$ cat config.mk
export PLATFORM = sky130hd
export DESIGN_NAME = gray_codec_pipe
export DESIGN_NICKNAME = d
export VERILOG_FILES = /design/src/rtl/gray_pkg.sv /design/src/rtl/gray_pipe_reg.sv /design/src/rtl/gray_codec_pipe.sv
export SDC_FILE = /design/constraint.sdc
export NUM_CORES = 1
export LEC_CHECK = 0
export CAP_MARGIN = 10
export CORE_ASPECT_RATIO = 0.5
export CORE_UTILIZATION = 30
export CTS_CLUSTER_SIZE = 16
export DETAILED_ROUTE_END_ITERATION = 8
export PLACE_DENSITY = 0.6
export SYNTH_ARGS = -nofsm -noshare
export SYNTH_HDL_FRONTEND = slang
export SYNTH_SLANG_ARGS = --single-unit
$ cat constraint.sdc
create_clock -name sys_clk -period 4 [get_ports sys_clk]
set_input_delay 1 -clock sys_clk [delete_from_list [all_inputs] [get_ports sys_clk]]
set_output_delay 1 -clock sys_clk [all_outputs]
set_load 0.02 [all_outputs]
$ cat src/rtl/gray_pkg.sv
// Shared Gray-code definitions: mode encoding and width-agnostic conversion helpers.
package gray_pkg;

    localparam logic MODE_B2G = 1'b0;
    localparam logic MODE_G2B = 1'b1;

    localparam int MAX_WIDTH = 32;

    function automatic logic [MAX_WIDTH-1:0] bin_to_gray(input logic [MAX_WIDTH-1:0] b);
        return b ^ (b >> 1);
    endfunction

    // Callers pass narrower words zero-extended; the zero upper bits leave the
    // prefix XOR of the live bits unchanged, so one 32-bit body serves all widths.
    function automatic logic [MAX_WIDTH-1:0] gray_to_bin(input logic [MAX_WIDTH-1:0] g);
        logic [MAX_WIDTH-1:0] b;
        b[MAX_WIDTH-1] = g[MAX_WIDTH-1];
        for (int i = MAX_WIDTH - 2; i >= 0; i--) begin
            b[i] = b[i+1] ^ g[i];
        end
        return b;
    endfunction

endpackage

$ cat src/rtl/gray_pipe_reg.sv
// Single valid/ready pipeline register carrying a data word and its conversion mode.
module gray_pipe_reg
    import gray_pkg::*;
#(
    parameter int WIDTH = 8
) (
    input  logic             sys_clk,
    input  logic             sys_rst_n,
    input  logic             in_valid,
    output logic             in_ready,
    input  logic [WIDTH-1:0] in_data,
    input  logic             in_mode,
    output logic             out_valid,
    input  logic             out_ready,
    output logic [WIDTH-1:0] out_data,
    output logic             out_mode
);

    // Handshake: a word moves on a rising edge where valid and ready are both 1.
    // valid never looks at ready; ready may follow the downstream ready combinationally.
    assign in_ready = !out_valid || out_ready;

    always_ff @(posedge sys_clk or negedge sys_rst_n) begin
        if (!sys_rst_n) begin
            out_valid <= 1'b0;
            out_data  <= '0;
            out_mode  <= MODE_B2G;
        end else if (in_ready) begin
            out_valid <= in_valid;
            if (in_valid) begin
                out_data <= in_data;
                out_mode <= in_mode;
            end
        end
    end

endmodule

$ cat src/rtl/gray_codec_pipe.sv
// Two-stage binary<->Gray converter: capture register, conversion, result register, transfer counter.
module gray_codec_pipe
    import gray_pkg::*;
#(
    parameter int WIDTH   = 8,
    parameter bit SAT_CNT = 1'b1
) (
    input  logic             sys_clk,
    input  logic             sys_rst_n,
    input  logic             in_valid,
    output logic             in_ready,
    input  logic             in_mode,
    input  logic [WIDTH-1:0] in_data,
    output logic             out_valid,
    input  logic             out_ready,
    output logic [WIDTH-1:0] out_data,
    output logic             out_mode,
    output logic [15:0]      xfer_cnt
);

    logic             s1_valid;
    logic             s1_mode;
    logic             s2_ready;
    logic [WIDTH-1:0] s1_data;
    logic [WIDTH-1:0] conv_data;
    logic [31:0]      s1_ext;

    gray_pipe_reg #(.WIDTH(WIDTH)) u_s1 (
        .sys_clk   (sys_clk),
        .sys_rst_n (sys_rst_n),
        .in_valid  (in_valid),
        .in_ready  (in_ready),
        .in_data   (in_data),
        .in_mode   (in_mode),
        .out_valid (s1_valid),
        .out_ready (s2_ready),
        .out_data  (s1_data),
        .out_mode  (s1_mode)
    );

    assign s1_ext = 32'(s1_data);

    always_comb begin
        conv_data = WIDTH'(bin_to_gray(s1_ext));
        if (s1_mode == MODE_G2B) begin
            conv_data = WIDTH'(gray_to_bin(s1_ext));
        end
    end

    gray_pipe_reg #(.WIDTH(WIDTH)) u_s2 (
        .sys_clk   (sys_clk),
        .sys_rst_n (sys_rst_n),
        .in_valid  (s1_valid),
        .in_ready  (s2_ready),
        .in_data   (conv_data),
        .in_mode   (s1_mode),
        .out_valid (out_valid),
        .out_ready (out_ready),
        .out_data  (out_data),
        .out_mode  (out_mode)
    );

    // Counts completed output transfers; saturating or wrapping at all-ones.
    always_ff @(posedge sys_clk or negedge sys_rst_n) begin
        if (!sys_rst_n) begin
            xfer_cnt <= 16'd0;
        end else if (out_valid && out_ready) begin
            if (SAT_CNT && xfer_cnt == 16'hFFFF) begin
                xfer_cnt <= xfer_cnt;
            end else begin
                xfer_cnt <= xfer_cnt + 16'd1;
            end
        end
    end

endmodule

== Word-level counts from Yosys, hierarchy flattened ==
Index checks and enable logic that the tools add are counted.
Cells by class
  $add $sub $neg: 1
  bitwise logic cells: 9
  muxes and demuxes: 1
  reductions and logical operators: 8
  equal/unequal tests: 1
Operator list (number)
  16-bit by 1-bit adder with 16-bit output, second input constant: 1
  16-bit equality test, second input constant: 1
  8-bit two-way mux: 1
  8-bit by 7-bit XOR with 8-bit output: 1
  1-bit XOR: 7
  2-bit AND reduction: 3
  1-bit zero test: 2
  1-bit logical OR: 2
  1-bit logical AND: 1
  1-bit inverter: 1
Storage, ports and cells
  input port bits: 13
  word-level logic and storage cells: 27
  flip-flop bits (word level): 36

== Depth between registers and ports, before layout ==
  depth after elaboration: 8
  gate-level depth with buffers: 5
  mapped depth without buffers: 5

== Modules after synthesis ==
Synthesis repeated with hierarchy kept, for this count alone.
Second synthesis, totals
  cells, all modules: 143
  area total of the unflattened synthesis: 1848.0 µm²
By module, submodules not included
  gray_codec_pipe: area an instance 997.2 µm², cells each 99, seq. area each 400.4 µm², times used 1
  gray_pipe_reg: area an instance 425.4 µm², cells each 22, seq. area each 250.2 µm², times used 2

== Worst setup path after synthesis ==
No wires, ideal clock.
  path type: input -> output
  start point: input port out_ready
  end point: output port in_ready
  slack: 1.649 ns
  cell stages on the path: 2
  arrival time: 1.351 ns
  path buffers: 0
  path through: nor2b_1 > nand2_1
Between the ends
  word-level cells in the longest chain between the ends: 2
Ends and longest elaborated chain
  start: declaration: RTL line gray_codec_pipe.sv:15  | input logic out_ready,
  1-bit logical OR (2 in series): RTL line gray_pipe_reg.sv:21  | assign in_ready = !out_valid || out_ready;
  end: declaration: RTL line gray_codec_pipe.sv:11  | output logic in_ready,
No other way between the ends.

== Worst setup path after layout ==
Ends and elaborated chain as after synthesis.

==> run_results.csv <==
group,metric,value,unit
timing,final-hold-violation-count,0,
timing,fin_ws,0.673,ns
pwr,p_per_area,567,nW/µm²
cells_and_area,final_cell_count_no_fill,273,
logic_synthesis,ys_seq_area_share,51.1,%
cells_and_area,nNetsFinal,214,
cts,hold_buffers,0,
cts,cts_sinks,36,
logic_synthesis,ys_warn_count,0,
cells_and_area,seqCellArea,901,µm²
timing,tns,0,ns
critical_path,slowest_delay,0.55,ns
global_routing,grt_max_degree,37,
drt,drc,0,
critical_path,cp_slowest_cell,"clkdlybuf4s50_1",
drt,vias_per_cell,4.56,
cts,htree_levels,2,
flow_run,timing.max_cap.violations,0,
drt,dr.pass1.iters,4,
critical_path,worstPathRequired,3.00,ns
drt,dr_total_vias,1245,
logic_synthesis,syn_nets,169,
floorplanning,die_h,56.2,µm
place,pre_cts_ws,0.667,ns
critical_path,rr_worst_depth,4,
logic_synthesis,synth-simple-area-share,20.4,%
floorplanning,ios,40,
critical_path,critical_path.top_delay_family,"buffers and inverters",
cells_and_area,antenna_cells,0,
pwr,ir_worst_vdd,0.000226,V
critical_path,cp_num_buf_inv,2,
logic_synthesis,syn_avg_cell_area,11.4,µm²
floorplanning,start_util,31.7,%
cts,clk_pin_slew_worst_paths,0.05,ns
critical_path,worstPathCellList,"clkdlybuf4s50_1 -> nor2b_1 -> nand2_1 -> clkdlybuf4s50_1",
cts,cts_resized,0,
run_status,status,"complete, no violations",
timing,setup_viol,0,
logic_synthesis,syn_inst,155,
logic_synthesis,ys_types,28,
critical_path,worstPathMaxFanout,4,
timing,slew_viol_final,0,
critical_path,crit_type,"input port to output port",
timing,fin_crit,3.33,ns
logic_synthesis,synth.top_cells.by_area,"dfrtp_1 51%, mux2_2 8.3%, xnor2_1 6.0%",
hold_path,hold_class,"flop to flop",
pwr,p_leak,1.04,nW
timing,fmax,0.301,GHz
global_routing,grt.overflow.total,0,
critical_path,rrSetupSlack,2.21,ns
logic_synthesis,syn_area,1760,µm²
cts,clockRootBuffer,"clkbuf_16",
timing,rsz0062_at_grt,"false",
global_routing,grt_pass1_vias,1270,
cells_and_area,n_fill_cell,540,
logic_synthesis,synth_top_family_by_area,"simple AND/OR/NAND/NOR gates",
logic_synthesis,yosys_register_bits,36,
place,place_inst,266,
logic_synthesis,synth_adder_area_share,0.710,%
floorplanning,die-area,6210,µm²
floorplanning,core_region_area,5560,µm²
hold_path,min_path_cells,2,
cts,ctsLongestPathBuffers,2,
place,io_buffers,39,
timing,slew_headroom,49.5,%
timing,timing.hold.ws,0.475,ns
critical_path,worst_r2r_startpoint,"xfer_cnt[8]",
timing,tightest_slew,0.750,ns
cts,clock_latency,0.27,ns
logic_synthesis,yosysTopAreaCell,"dfrtp_1",
critical_path,crit_arrival,2.33,ns
cts,cts_setup_buffers,0,
drt,wire_per_inst,12.2,µm
timing,period_share,83.2,%
place,dp_hpwl,2420,µm
global_routing,antenna_found_initial,0,
global_routing,grt_pass1_wl,5850,µm
hold_path,hp-start,"u_s2.out_data[6]",
critical_path,reg2reg_to,"xfer_cnt[10]",
global_routing,track_usage,11.7,%
floorplanning,fp-row-count,19,
critical_path,crit_top_cell,"clkdlybuf4s50_1",
cells_and_area,final_util,42.8,%
cells_and_area,syn_to_final_growth,34.9,%
timing,skew,0.00372,ns
drt,final_antenna_net_count,0,
floorplanning,die_w,110,µm
cells_and_area,multi_input_comb_area,843,µm²
logic_synthesis,synth-compound-area-share,3.55,%
drt,routed_wl,3330,µm
logic_synthesis,synthMuxAreaShare,8.30,%
cells_and_area,drive_above_1_share,12.0,%
critical_path,startpoint_type,"input port",
critical_path,crit_path_end_kind,"output port",
hold_path,min_to,"u_s2.out_data[6]",
drt,drtIter0Drc,29,
cts,cts_tree,"done",
cts,cts_buffers,5,
logic_synthesis,yosysTopAreaCellShare,51.1,%
place,place.gp.congestion,0.742,
logic_synthesis,synth_xor_xnor_area_share,14.9,%
==> through the flow <==
step | instance area (µm²) | total power [W]
global placement | 2240 | 0.000996
CTS | 2380 | 0.00137
finish | 2380 | 0.00135
floorplan | 1760 | 0.000799
global route | 2380 | 0.00143
detailed placement | 2240 | 0.00100
==> cell usage after synthesis <==
master,n
nand2_1,19
nor2b_1,2
xnor2_1,12
nor4b_1,2
or2_2,1
nand4_1,8
and3_1,3
clkbuf_1,2
dfrtp_1,36
ha_1,1
nand3_1,6
o2111a_1,1
nor4_1,2
and2_1,2
xor2_2,1
mux2_2,13
nor3b_1,3
xnor3_1,2
xor2_1,11
nand2b_1,4
nand3_2,1
nor4_4,1
inv_1,3
nor3_1,6
nor2_1,5
o21ai_0,4
a211o_1,3
a21oi_1,1
==> worst min-delay path, cell delays in order, from the launching register on <==
cell     delay (ns)
dfrtp_1        0.33
nand2_1        0.04
o21ai_0        0.06
==> registers in the layout, indices dropped and copies added (netlist names) <==
| signal | cells |
|---|---|
| u_s1.out_data | 8 |
| u_s1.out_mode | 1 |
| u_s1.out_valid | 1 |
| u_s2.out_data | 8 |
| u_s2.out_mode | 1 |
| u_s2.out_valid | 1 |
| xfer_cnt | 16 |
==> layout by cell type, fill, tap and decap left out, drive strengths merged <==
cell / Yosys / routed
nand3: 7 / 7
xnor2: 12 / 12
nand4: 8 / 8
nand2b: 4 / 4
xor2: 12 / 12
o21ai: 4 / 4
o2111a: 1 / 1
clkdlybuf4s50: 0 / 39
clkinv: 0 / 1
nor3: 6 / 6
inv: 3 / 3
nor3b: 3 / 3
a211o: 3 / 3
nand2: 19 / 19
and3: 3 / 3
nor2b: 2 / 2
and2: 2 / 2
xnor3: 2 / 2
a21oi: 1 / 1
or2: 1 / 1
nor2: 5 / 5
buf: 0 / 1
mux2: 13 / 13
ha: 1 / 1
clkbuf: 2 / 6
nor4b: 2 / 2
nor4: 3 / 3
dfrtp: 36 / 36
==> cell families (layout without fill, tap and decap cells) <==
| group | Yosys count | after routing |
|---|---|---|
| adder cells (fa/ha/maj) | 1 | 1 |
| flip-flops | 36 | 36 |
| buffers and inverters | 5 | 50 |
| AND/OR/NAND/NOR | 65 | 65 |
| multiplexers | 13 | 13 |
| AO/OA/AOI/OAI | 9 | 9 |
| XOR/XNOR | 26 | 26 |
==> metal layers <==
layer	track usage, %	part of all wire [%]	vias up
li1	-	-	630
met5	0	0	-
met4	3.43	0.63	0
met1	14.4	48	594
met3	3.81	3.9	2
met2	20.0	47	19
==> cell type report <==
class	count	area share, %
clock buffer	6	5.42
clock inverter	1	0.210
inverter	3	0.473
multi-input combinational	114	35.5
sequential	36	37.9
tap	73	3.84
timing repair buffer	40	16.7
==> worst max path at each step <==
stage	slack (ns)	to	cells after the start	from
5_1_grt	0.59	in_ready	4	out_ready
4_1_cts	0.66	in_ready	4	out_ready
3_3_place_gp	0.69	in_ready	4	out_ready
2_1_floorplan	1.65	in_ready	2	out_ready
6_report	0.67	in_ready	4	out_ready
3_5_place_dp	0.67	in_ready	4	out_ready
==> power by group <==
group          internal [W]  switching (W)  total, W  leakage [nW]
Clock              0.000226       0.000129  0.000355        0.0667
Sequential         0.000448      0.0000810  0.000529         0.443
Combinational      0.000243       0.000221  0.000464         0.526
Total              0.000917       0.000431   0.00135          1.04
No activity file was read; power rests on OpenSTA's default activity.
